[src/rtl/seg_pkg.sv]
// Shared types, constants and the hex glyph table for the seven-segment scan driver.
package seg_pkg;

    // Segment vector, bit 0 = segment a ... bit 6 = segment g
    typedef logic [6:0] seg7_t;

    localparam seg7_t      SEG_OFF = 7'h7F;
    localparam logic [3:0] AN_OFF  = 4'hF;

    // Scan sequencer states
    typedef enum logic {
        ST_SHOW = 1'b0,
        ST_GAP  = 1'b1
    } scan_state_t;

    // Active-high glyph for one hex nibble; b and d are lower case, 6 and 9 carry tails
    function automatic seg7_t hex_to_seg(input logic [3:0] nib);
        seg7_t g;
        case (nib)
            4'h0:    g = 7'h3F;
            4'h1:    g = 7'h06;
            4'h2:    g = 7'h5B;
            4'h3:    g = 7'h4F;
            4'h4:    g = 7'h66;
            4'h5:    g = 7'h6D;
            4'h6:    g = 7'h7D;
            4'h7:    g = 7'h07;
            4'h8:    g = 7'h7F;
            4'h9:    g = 7'h6F;
            4'hA:    g = 7'h77;
            4'hB:    g = 7'h7C;
            4'hC:    g = 7'h39;
            4'hD:    g = 7'h5E;
            4'hE:    g = 7'h79;
            default: g = 7'h71;
        endcase
        return g;
    endfunction

endpackage

[src/rtl/basys3_seg_mux_if.sv]
// Host-side bus of the display driver: value/decimal-point capture plus display controls.
interface basys3_seg_mux_if;
    logic        enable;
    logic        update;
    logic [15:0] value_in;
    logic [3:0]  dp_in;
    logic        blank_lz;

    // The user project drives the bus
    modport master (
        output enable,
        output update,
        output value_in,
        output dp_in,
        output blank_lz
    );

    // The display driver consumes it
    modport slave (
        input enable,
        input update,
        input value_in,
        input dp_in,
        input blank_lz
    );
endinterface

[src/rtl/hex7seg.sv]
// Combinational hex nibble to active-low seven-segment decoder.
module hex7seg
    import seg_pkg::*;
(
    input  logic [3:0] nibble,
    output seg7_t      seg_n
);

    // Pins are active-low, the table is active-high
    assign seg_n = ~hex_to_seg(nibble);

endmodule

[src/rtl/basys3_seg_mux.sv]
// Four-digit multiplexed seven-segment driver with inter-digit dead-time,
// frame-aligned (tear-free) value updates and optional leading-zero blanking.
module basys3_seg_mux
    import seg_pkg::*;
#(
    parameter int TICK_DIV = 100000,
    parameter int GAP_CYC  = 200
) (
    input  logic                   clock,
    input  logic                   reset,
    basys3_seg_mux_if.slave        host,
    output logic [6:0]             seg,
    output logic                   dp,
    output logic [3:0]             an
);

    localparam int PW = (TICK_DIV > 1) ? $clog2(TICK_DIV) : 1;
    localparam int GW = $clog2(GAP_CYC + 1);
    localparam logic [PW-1:0] PRESC_LAST = PW'(TICK_DIV - 1);
    localparam logic [GW-1:0] GAP_LAST   = GW'(GAP_CYC - 1);

    scan_state_t   state_q, state_d;
    logic [1:0]    idx_q, idx_d;
    logic [PW-1:0] presc_q, presc_d;
    logic [GW-1:0] gap_q, gap_d;
    logic [15:0]   pend_val_q, pend_val_d;
    logic [3:0]    pend_dp_q, pend_dp_d;
    logic [15:0]   disp_val_q, disp_val_d;
    logic [3:0]    disp_dp_q, disp_dp_d;
    seg7_t         seg_q, seg_d;
    logic          dp_q, dp_d;
    logic [3:0]    an_q, an_d;

    logic          frame_end;
    logic [3:0]    nibble;
    seg7_t         glyph_n;
    logic          zero3, zero2, zero1;
    logic          blank;
    logic          lit;

    hex7seg u_hex7seg (
        .nibble (nibble),
        .seg_n  (glyph_n)
    );

    // Scan sequencing and value capture; display regs only move at the frame boundary
    always_comb begin
        state_d    = state_q;
        idx_d      = idx_q;
        presc_d    = presc_q;
        gap_d      = gap_q;
        pend_val_d = pend_val_q;
        pend_dp_d  = pend_dp_q;
        disp_val_d = disp_val_q;
        disp_dp_d  = disp_dp_q;
        frame_end  = 1'b0;

        case (state_q)
            ST_SHOW: begin
                if (presc_q == PRESC_LAST) begin
                    presc_d = '0;
                    state_d = ST_GAP;
                end else begin
                    presc_d = presc_q + PW'(1);
                end
            end
            ST_GAP: begin
                if (gap_q == GAP_LAST) begin
                    gap_d     = '0;
                    idx_d     = idx_q + 2'd1;
                    state_d   = ST_SHOW;
                    frame_end = (idx_q == 2'd3);
                end else begin
                    gap_d = gap_q + GW'(1);
                end
            end
        endcase

        if (host.update) begin
            pend_val_d = host.value_in;
            pend_dp_d  = host.dp_in;
        end

        // Using the next pending value lets a boundary-cycle update land in this frame
        if (frame_end) begin
            disp_val_d = pend_val_d;
            disp_dp_d  = pend_dp_d;
        end
    end

    // Digit decode, leading-zero blanking and next pin values
    always_comb begin
        nibble = disp_val_q[{idx_q, 2'b00} +: 4];
        zero3  = (disp_val_q[15:12] == 4'h0);
        zero2  = zero3 && (disp_val_q[11:8] == 4'h0);
        zero1  = zero2 && (disp_val_q[7:4] == 4'h0);

        case (idx_q)
            2'd3:    blank = host.blank_lz && zero3;
            2'd2:    blank = host.blank_lz && zero2;
            2'd1:    blank = host.blank_lz && zero1;
            default: blank = 1'b0;
        endcase

        lit  = (state_q == ST_SHOW) && host.enable && !blank;
        an_d = lit ? ~(4'b0001 << idx_q) : AN_OFF;
        seg_d = lit ? glyph_n : SEG_OFF;
        dp_d  = lit ? ~disp_dp_q[idx_q] : 1'b1;
    end

    // State, capture and output registers
    always_ff @(posedge clock) begin
        if (reset) begin
            state_q    <= ST_SHOW;
            idx_q      <= 2'd0;
            presc_q    <= '0;
            gap_q      <= '0;
            pend_val_q <= '0;
            pend_dp_q  <= '0;
            disp_val_q <= '0;
            disp_dp_q  <= '0;
            seg_q      <= SEG_OFF;
            dp_q       <= 1'b1;
            an_q       <= AN_OFF;
        end else begin
            state_q    <= state_d;
            idx_q      <= idx_d;
            presc_q    <= presc_d;
            gap_q      <= gap_d;
            pend_val_q <= pend_val_d;
            pend_dp_q  <= pend_dp_d;
            disp_val_q <= disp_val_d;
            disp_dp_q  <= disp_dp_d;
            seg_q      <= seg_d;
            dp_q       <= dp_d;
            an_q       <= an_d;
        end
    end

    assign seg = seg_q;
    assign dp  = dp_q;
    assign an  = an_q;

endmodule

[src/flat_wrapper.sv]
// flat-port wrapper written by rule: the top's interface ports become plain ports
module basys3_seg_mux_flat import seg_pkg::*;
#(
    parameter int TICK_DIV = 100000,
    parameter int GAP_CYC  = 200
)
  (clock, reset, seg, dp, an, host_enable, host_update, host_value_in, host_dp_in, host_blank_lz);
  basys3_seg_mux_if host_i ();
  input  logic clock;
  input  logic reset;
  output logic [6:0] seg;
  output logic dp;
  output logic [3:0] an;
  input wire logic [$bits(host_i.enable)-1:0] host_enable;
  input wire logic [$bits(host_i.update)-1:0] host_update;
  input wire logic [$bits(host_i.value_in)-1:0] host_value_in;
  input wire logic [$bits(host_i.dp_in)-1:0] host_dp_in;
  input wire logic [$bits(host_i.blank_lz)-1:0] host_blank_lz;
  assign host_i.enable = host_enable;
  assign host_i.update = host_update;
  assign host_i.value_in = host_value_in;
  assign host_i.dp_in = host_dp_in;
  assign host_i.blank_lz = host_blank_lz;
  basys3_seg_mux #(.TICK_DIV(TICK_DIV), .GAP_CYC(GAP_CYC)) u_core (.clock(clock), .reset(reset), .host(host_i), .seg(seg), .dp(dp), .an(an));
endmodule
[config.mk]
export PLATFORM = sky130hd
export DESIGN_NAME = basys3_seg_mux_flat
export DESIGN_NICKNAME = d
export VERILOG_FILES = /design/src/rtl/seg_pkg.sv /design/src/rtl/basys3_seg_mux_if.sv /design/src/rtl/hex7seg.sv /design/src/rtl/basys3_seg_mux.sv /design/src/flat_wrapper.sv
export SDC_FILE = /design/constraint.sdc
export NUM_CORES = 1
export LEC_CHECK = 0
export CORE_ASPECT_RATIO = 1.5
export CORE_MARGIN = 2
export CORE_UTILIZATION = 49
export DETAILED_ROUTE_END_ITERATION = 7
export GPL_TIMING_DRIVEN = 1
export PLACE_DENSITY = 0.69
export SETUP_SLACK_MARGIN = 0.02
export SLEW_MARGIN = 30
export SYNTH_ARGS = -nofsm -noshare
export SYNTH_HDL_FRONTEND = slang
export SYNTH_HIERARCHICAL = 1
export SYNTH_SLANG_ARGS = --single-unit
[constraint.sdc]
create_clock -name clock -period 4.6 [get_ports clock]
set_input_delay 0.92 -clock clock [delete_from_list [all_inputs] [get_ports clock]]
set_output_delay 0.92 -clock clock [all_outputs]
set_load 0.02 [all_outputs]
; Word-level counts from Yosys, hierarchy flattened
; Memories as Yosys holds them, arrays and structs flattened.
; Cells that the tools add are included.
[classes]
add_sub_neg = 3
magnitude_cmp = 1
n_eq_ne = 5
shifts = 2
mux = 12
bitwise_logic = 5
n_reduce_logical = 13
[ops]
columns = op, count
row1 = "adder 17 x 1 -> 17 bit, second input constant", 1
row2 = "== test 17 bit, second input constant", 1
row3 = 2-to-1 mux 17 bit, 1
row4 = 2-to-1 mux 16 bit, 1
row5 = variable part select 16 x 5 -> 4 bit, 1
row6 = logical NOT 4 bit, 3
row7 = "adder 8 x 1 -> 8 bit, second input constant", 1
row8 = "== test 8 bit, second input constant", 1
row9 = 2-to-1 mux 8 bit, 1
row10 = logical AND 1 bit, 7
row11 = NOT 7 bit, 1
row12 = 2-to-1 mux 1 bit, 5
row13 = "== test 2 bit, second input constant", 2
row14 = 2-to-1 mux 4 bit, 1
row15 = NOT 4 bit, 1
row16 = "<< shifter 1 x 2 -> 4 bit, first input constant", 1
row17 = "less-than comparator 2 x 3 -> 1 bit, second input constant", 1
row18 = NOT 1 bit, 3
row19 = one-hot mux 1 bit (3 select lines), 1
row20 = "adder 2 x 1 -> 2 bit, second input constant", 1
row21 = binary-select mux 1 bit (select 2 bit), 1
row22 = "== test 2 x 1 -> 1 bit, second input constant", 1
row23 = one-hot mux 1 bit (2 select lines), 1
row24 = AND reduction 2 bit, 1
row25 = 2 further kinds, 2
[totals]
regBits = 80
rom_bits = 112
output_inout_bits = 12
mem_count = 1
[memory_table]
columns = name, words, width, rd, rd_clocked_by_memory_dff, write_ports, line_no
row1 = (name not given), 16, 7, 1, 0, 0, seg_pkg.sv:19  ; case (nib)

; Depth between registers and ports, before layout
[logic_depth]
depth_word = 9
depth_mapped = 9
ltp_nobuf = 8

; Cells and area by module
; Netlist, hierarchy kept.
[modules_own_cells]
columns = module, n_inst, cells_each, area_per_inst_um2, seq_area_each_um2
row1 = basys3_seg_mux, 1, 350, 3264.4, 1601.5
row2 = hex7seg, 1, 31, 252.7, 0.0

; Worst setup path after synthesis
; Ideal clock, no wire load.
[synth_path]
path_kind = reg-to-reg
from = register u_core.idx_q[0]
to = register u_core.seg_q[3], in the netlist u_core/seg[3]
setup_ns = 0.119
arrival_ns = 2.019
required_time_ns = 4.481
path_slack_ns = 2.462
path_stages_with_launch = 9
path_buffers = 1
path_cell_list = dfxtp_1 buf_2 mux4_2 inv_1 ha_1 inv_1 mux4_1 nor2_1 nand2_1
[synth_between]
elab_cells_between_ends = 11
cone_classes = eq/ne: 3 / shift: 1 / mux: 1 / bitwise: 2 / reduce/logical: 3 / memory: 1
[synth_lines]
columns = item, line_no
row1 = from (decl), basys3_seg_mux.sv:23  ; logic [1:0] idx_q, idx_d;
row2 = from (signal assigned), basys3_seg_mux.sv:127  ; idx_q <= idx_d;
row3 = variable part select 16 x 5 -> 4 bit, basys3_seg_mux.sv:93  ; nibble = disp_val_q[{idx_q, 2'b00} +: 4];
row4 = named net u_core.nibble[0], basys3_seg_mux.sv:35  ; logic [3:0] nibble;
row5 = memory (16 x 7 bit), --
row6 = NOT 7 bit, hex7seg.sv:10  ; assign seg_n = ~hex_to_seg(nibble);
row7 = named net u_core.glyph_n[3], basys3_seg_mux.sv:36  ; seg7_t glyph_n;
row8 = to (signal assigned), basys3_seg_mux.sv:134  ; seg_q <= seg_d;
row9 = to (decl), basys3_seg_mux.sv:30  ; seg7_t seg_q, seg_d;
; The timed path passes the listed nets, and every way through them passes these cells.
; A chain may end at the register's enable or synchronous reset.

; Worst setup path after layout
[layout_path]
from = input port reset
to = register u_core.seg_q[0], in the netlist u_core/seg[0]
[layout_between]
elab_chain_len = 1
[layout_lines]
columns = item, line_no
row1 = from (decl), flat_wrapper.sv:10  ; input logic reset;
row2 = OR reduction 2 bit (no line), --
; No other way between the ends.

==> impl_metrics.json <==
{
  "outcome": "finished clean",
  "grt_max_degree": 41,
  "ctsHoldBuffers": 0,
  "timing.rr.end": "u_core/seg[3]",
  "post_cts_resized": 0,
  "max_slew_margin_pct": 48.0,
  "finalCriticalPeriod_ns": 2.52,
  "clock-sinks": 80,
  "worstHoldStart": "u_core/disp_dp_q[0]",
  "antenna_cells": 0,
  "synth.distinct_cells": 45,
  "globalRouteMet2Util_pct": 32.4,
  "synth.cell_area_sq_um": 3520,
  "grt_pass1_wl_um": 11700,
  "syn-mean-instance-area_sq_um": 9.23,
  "synthesis.instances": 381,
  "synth_top_flop_cell": "dfxtp_1",
  "min_delay_worst_type": "reg2reg",
  "timing_worst_setup_path_type": "in2reg",
  "multiInputGateArea_sq_um": 1780,
  "crit_arrival_ns": 2.73,
  "global_route.overflow_total": 0,
  "area.growth.synth_to_final_pct": 16.9,
  "setup-tns-final_ns": 0,
  "vias": 2636,
  "global_route.usage.met1_pct": 22.2,
  "timing_worst_slew_pin_value_ns": 0.779,
  "max_freq_mhz": 397,
  "post_synthesis_sequential_element_count": 80,
  "setup_violations": 0,
  "place.detailed.hpwl_um": 4770,
  "cts_tree": "done",
  "critPathLaunchType": "input port",
  "synth.net_count": 418,
  "rows": 37,
  "gpl.final_weighted_congestion": 0.809,
  "rr_startpoint": "u_core/idx_q[0]",
  "total_leakage_power_nw": 1.56,
  "detailedRoute.firstPassIterationCount": 4,
  "asr_flop_ratio_synth_pct": 0,
  "floorplan.initialDensity_pct": 51.0,
  "drt-total-wl_um": 6720,
  "rsz0062_at_grt": "no",
  "postCtsSetupBuffers": 0,
  "crit_slowest_cell": "inv_1",
  "worst_clock_skew_ns": 0.0116,
  "reg2reg_setup_slack_ns": 2.20,
  "detail_route.iter0.violations": 116,
  "postRouteAntennaNets": 0,
  "end_kind": "flop",
  "wl_per_cell_um": 13.6,
  "critPathRequiredTime_ns": 4.81,
  "mostFrequentLayoutCell": "dfxtp_1",
  "yosys_warnings": 6,
  "die-height_um": 108,
  "clock-root-buffer": "clkbuf_8",
  "first_global_vias": 2586,
  "core_area_sq_um": 6900,
  "full_die_area_sq_um": 7890,
  "proportion_of_synthesized_chip_area_in_sequential_cells_pct": 45.5,
  "max_stage_delay_ns": 0.61,
  "peakVddDrop_v": 0.000203,
  "worstRegToRegCells": 7,
  "finalHoldViolCount": 0,
  "cts_inserted_buffers": 9,
  "final_cell_mix": "dfxtp_1 (80), nand2_1 (63), nor2_1 (60), clkdlybuf4s50_1 (35), mux2i_1 (25)",
  "io_buffers": 36,
  "synth_enable_flop_cells": 0,
  "ctsLongestPathBuffers": 2,
  "insertion_delay_ns": 0.34,
  "worst_hold_slack_ns": 0.464,
  "slew_viol_final": 0,
  "max_cap_violations": 0,
  "grtUsageTotal_pct": 18.9,
  "top_usage_layer": "met2",
  "floorplan.io_pins": 37,
  "detail_route.drc_violations": 0,
  "worstPathCellList": "clkdlybuf4s50_1 -> buf_4 -> inv_1 -> nand3_1 -> nor2_1 -> nand2_1",
  "via_per_inst": 5.34,
  "hold-path-endpoint": "u_core/disp_dp_q[0]",
  "h-tree-depth": 3,
  "post-route-period-util_pct": 54.8,
  "seq_area_sq_um": 1600,
  "fillCellCount": 606,
  "critPathMaxFanout": 28,
  "worstHoldPathCells": 2,
  "clock_slew_at_the_register_clock_pins_of_the_worst_setup_and_hold_paths_ns": 0.08,
  "post_route_cells_drive_above_1_share_pct": 7.93,
  "antenna_violations_before_repair": 0,
  "globalRouteMet3Util_pct": 5.15,
  "die_w_um": 73.2,
  "nets": 448,
  "power.density_cell_area_nw_per_um2": 339
}
[final cells by class]
cell class | instances | area share, %
Inverter | 10 | 0.913
Timing Repair Buffer | 37 | 8.83
Clock inverter | 6 | 2.62
Sequential cell | 80 | 39.0
Tap cell | 78 | 2.37
Clock buffer | 10 | 3.11
Multi-Input combinational cell | 273 | 43.2
[report_power, final]
| group | leakage [nW] | internal (W) | switching [W] |
|---|---|---|---|
| combinational | 0.794 | 0.0000386 | 0.0000353 |
| clock | 0.116 | 0.000359 | 0.000246 |
| sequential | 0.651 | 0.000708 | 0.00000591 |
| total | 1.56 | 0.00111 | 0.000288 |
[worst max-delay path by stage]
stage                           end            start  depth (start not counted)
2_1_floorplan         u_core/seg[3]  u_core/idx_q[0]                          8
3_3_place_gp   u_core/disp_val_q[9]      host_update                          5
3_5_place_dp          u_core/seg[0]            reset                          6
4_1_cts               u_core/seg[0]            reset                          6
5_1_grt               u_core/seg[2]            reset                          6
6_report              u_core/seg[0]            reset                          6
[Yosys cell counts (3+ instances only)]
cell type / instances / area [sq um]
dfxtp_1: 80 / 1600
nand2_1: 63 / 236
nor2_1: 60 / 225
mux2i_1: 25 / 250
o21ai_0: 18 / 90.1
xnor2_1: 16 / 140
ha_1: 12 / 150
inv_1: 10 / 37.5
nand3_1: 10 / 50.1
nor4_1: 9 / 56.3
buf_2: 6 / 30.0
mux4_2: 5 / 113
nand4_1: 5 / 31.3
nor3_1: 5 / 25.0
xor2_1: 5 / 43.8
a21oi_1: 4 / 20.0
and3_1: 4 / 25.0
clkbuf_1: 4 / 15.0
nor2b_1: 4 / 25.0
buf_4: 3 / 22.5
o21ai_1: 3 / 15.0
[critical path: cells and delay by family]
kind | cells | cell delay (ns)
AND/OR/NAND/NOR | 3 | 0.58
buffers and inverters | 3 | 1.23
[flip-flops by register name (all words and copies together) (netlist names), 2 cells and up]
register,flops
u_core/pend_val_q,16
u_core/seg,7
u_core/disp_val_q,16
u_core/gap_q,8
u_core/presc_q,17
u_core/pend_dp_q,4
u_core/an,4
u_core/disp_dp_q,4
u_core/idx_q,2
[per-stage QoR]
stage	area [sq um]	power (W)	cells	worst slack (ns)	util, %
floorplan	3520	0.000771	381	2.46	-
global placement	3880	0.000805	478	1.70	56.2
detailed placement	3870	0.000805	478	1.72	56.2
CTS	4110	0.00140	494	2.09	59.6
global route	4110	0.00145	494	1.88	59.6
finish	4110	0.00139	494	2.08	59.6
[cell families (layout without fill, tap and decap cells)]
kind of cell             Yosys count  after routing  share of synthesized area [%]
AND/OR/NAND/NOR                  174            174                           23.6
multiplexers                      31             31                           11.1
XOR/XNOR                          21             21                           5.23
flip-flops                        80             80                           45.5
AO/OA/AOI/OAI                     35             35                           6.26
buffers and inverters             28             63                           4.02
adder cells (fa/ha/maj)           12             12                           4.27
[layer usage]
layer  wire [um]  up-vias
met1        2940     1231
met5           0        -
met3         191        6
met4          77        0
met2        3510       42
li1            -     1357
No activity file was read; power rests on OpenSTA's default activity.
==> variant (same flow settings) <==
Take the reset off `disp_val_q` and load it in a clocked block of its own.
--- a/src/rtl/basys3_seg_mux.sv
+++ b/src/rtl/basys3_seg_mux.sv
@@ -118,5 +118,4 @@
             pend_val_q <= '0;
             pend_dp_q  <= '0;
-            disp_val_q <= '0;
             disp_dp_q  <= '0;
             seg_q      <= SEG_OFF;
@@ -130,5 +129,4 @@
             pend_val_q <= pend_val_d;
             pend_dp_q  <= pend_dp_d;
-            disp_val_q <= disp_val_d;
             disp_dp_q  <= disp_dp_d;
             seg_q      <= seg_d;
@@ -136,4 +134,8 @@
             an_q       <= an_d;
         end
+    end
+
+    always_ff @(posedge clock) begin
+        disp_val_q <= disp_val_d;
     end
 
Function: same outputs for any inputs over 10 cycles, from zero or initial values and one cycle with reset high; that may be too few to reach the edited logic, so the function may still have changed.
==> variant against the unedited design <==
Setup slack got worse by 0.041 ns. Power is 1.3% lower. Synthesized area grew 1.0%. Cell area is 1.2% higher. Largest cell class is now registers. First-iteration DRC count increased by 6.0%. Cell count is 9.7% lower. Count of clock-buffer cells in the layout down 1. Sequential cell count did not move. Routed wire length is 11% lower.
==> variant: results (changes against the unedited design) <==
.. list-table::
   :header-rows: 1

   * - Metric
     - Value
   * - Placer congestion estimate
     - 0.773 (-4.4%)
   * - Adder-cell area share of the yosys netlist
     - 4.23% (-0.044 points)
   * - Compound-gate portion of the synthesized area
     - 3.80% (-2.5 points)
   * - Share of async-settable or async-resettable flops after synthesis
     - 0% (unchanged)
   * - GRT Total Usage
     - 17.3% (-1.7 points)
   * - Placed Cells
     - 430 (-10%)
   * - Met2 layer usage reported by global route
     - 27.8% (-4.6 points)
   * - Plain + repair buffers
     - 36 (-2.7%)
   * - Multi-input logic cell count
     - 217 (-21%)
   * - Run status
     - finished, final reports clean
   * - Overall via count from detail_route
     - 2310 (-12%)
   * - Portion of the layout cell area used by clock cells
     - 5.29% (-0.43 points)
   * - Post-synth EDFFs
     - 16 (+16)
   * - Combined area of the multi-input logic cells
     - 1660 µm² (-6.6%)
   * - DRT met1 WL
     - 2680 µm (-8.6%)
   * - Max stage delay cell, worst path
     - dfxtp_1
   * - Final Net Count
     - 398 (-11%)
   * - Wire length of the first global-routing pass
     - 10700 µm (-8.6%)
   * - Post-synthesis share of cell area spent on xor and xnor gates
     - 5.18% (-0.053 points)
   * - Post-Syn Nets
     - 365 (-13%)
   * - Regs by FF count
     - u_core/presc_q: 17 flops, u_core/disp_val_q: 16 flops, u_core/pend_val_q: 16 flops
   * - Sequential cell area
     - 1760 µm² (+10%)
   * - Maximum fanout along the worst path
     - 11 (-61%)
   * - Maximum resistive drop on vdd
     - 0.231 mV (+14%)
   * - Number of global-route vias before repair
     - 2362 (-8.7%)
   * - Skew final
     - 0.00700 ns (-0.00463 ns)
   * - Post-synthesis average cell area
     - 10.8 µm² (+17%)
   * - Met3 Routed Length
     - 234 µm (+23%)
   * - Top post-synthesis cells by area
     - dfxtp_1, edfxtp_1, mux2_2
   * - Sum of met2 wire segment lengths after detailed routing
     - 2970 µm (-15%)
   * - Avg WL per Cell
     - 13.4 µm (-1.5%)
   * - Global Route met1 Usage
     - 21.7% (-0.54 points)
   * - Count of distinct cell types in the synthesized netlist
     - 53 (+18%)
   * - Non-clk buf share
     - 8.54% (-0.29 points)
   * - Sum of net half-perimeters after detailed placement
     - 4310 µm (-9.7%)
   * - Mux contribution to synthesized area
     - 12.8% (+1.7 points)
   * - Fraction of final layout cells with drive strength greater than 1
     - 13.7% (+5.7 points)
   * - Data arrival time of the critical path
     - 2.86 ns (+0.13 ns)
   * - Global Route met3 Usage
     - 4.85% (-0.30 points)
   * - Clock latency of the later-clocked register in the worst-skew pair
     - 0.35 ns
   * - Inverters
     - 17 (+7)
   * - Slew Limit Headroom
     - 55.3% (+7.3 points)
   * - Part of the Yosys area used for sequential elements
     - 49.6% (+4.0 points)
[variant: worst paths after layout]
| path | from | end | slack [ns] | cells after the start |
|---|---|---|---|---|
| max | u_core/idx_q[0] | u_core/seg[5] | 2.04 | 6 |
| min | u_core/presc_q[1] | u_core/presc_q[1] | 0.49 | 2 |
| max reg2reg | u_core/idx_q[0] | u_core/seg[5] | 2.04 | 6 |
| min reg2reg | u_core/presc_q[1] | u_core/presc_q[1] | 0.49 | 2 |
[variant: through the flow]
step	worst slack (ns)	hold slack, ns	power [mW]	cell area, µm²
after global routing	1.73	0.521	1.43	4160
after CTS	1.97	0.488	1.39	4170
final	2.04	0.489	1.37	4160
after global placement	1.81	0.467	0.827	3950
after detailed placement	1.79	0.476	0.829	3950
after floorplan	2.21	0.458	0.794	3550
[variant: power breakdown]
part | internal, mW | switching (mW) | total (mW)
registers | 0.730 | 0.00481 | 0.735
clock network | 0.305 | 0.259 | 0.564
logic | 0.0441 | 0.0319 | 0.0760
total | 1.08 | 0.296 | 1.37
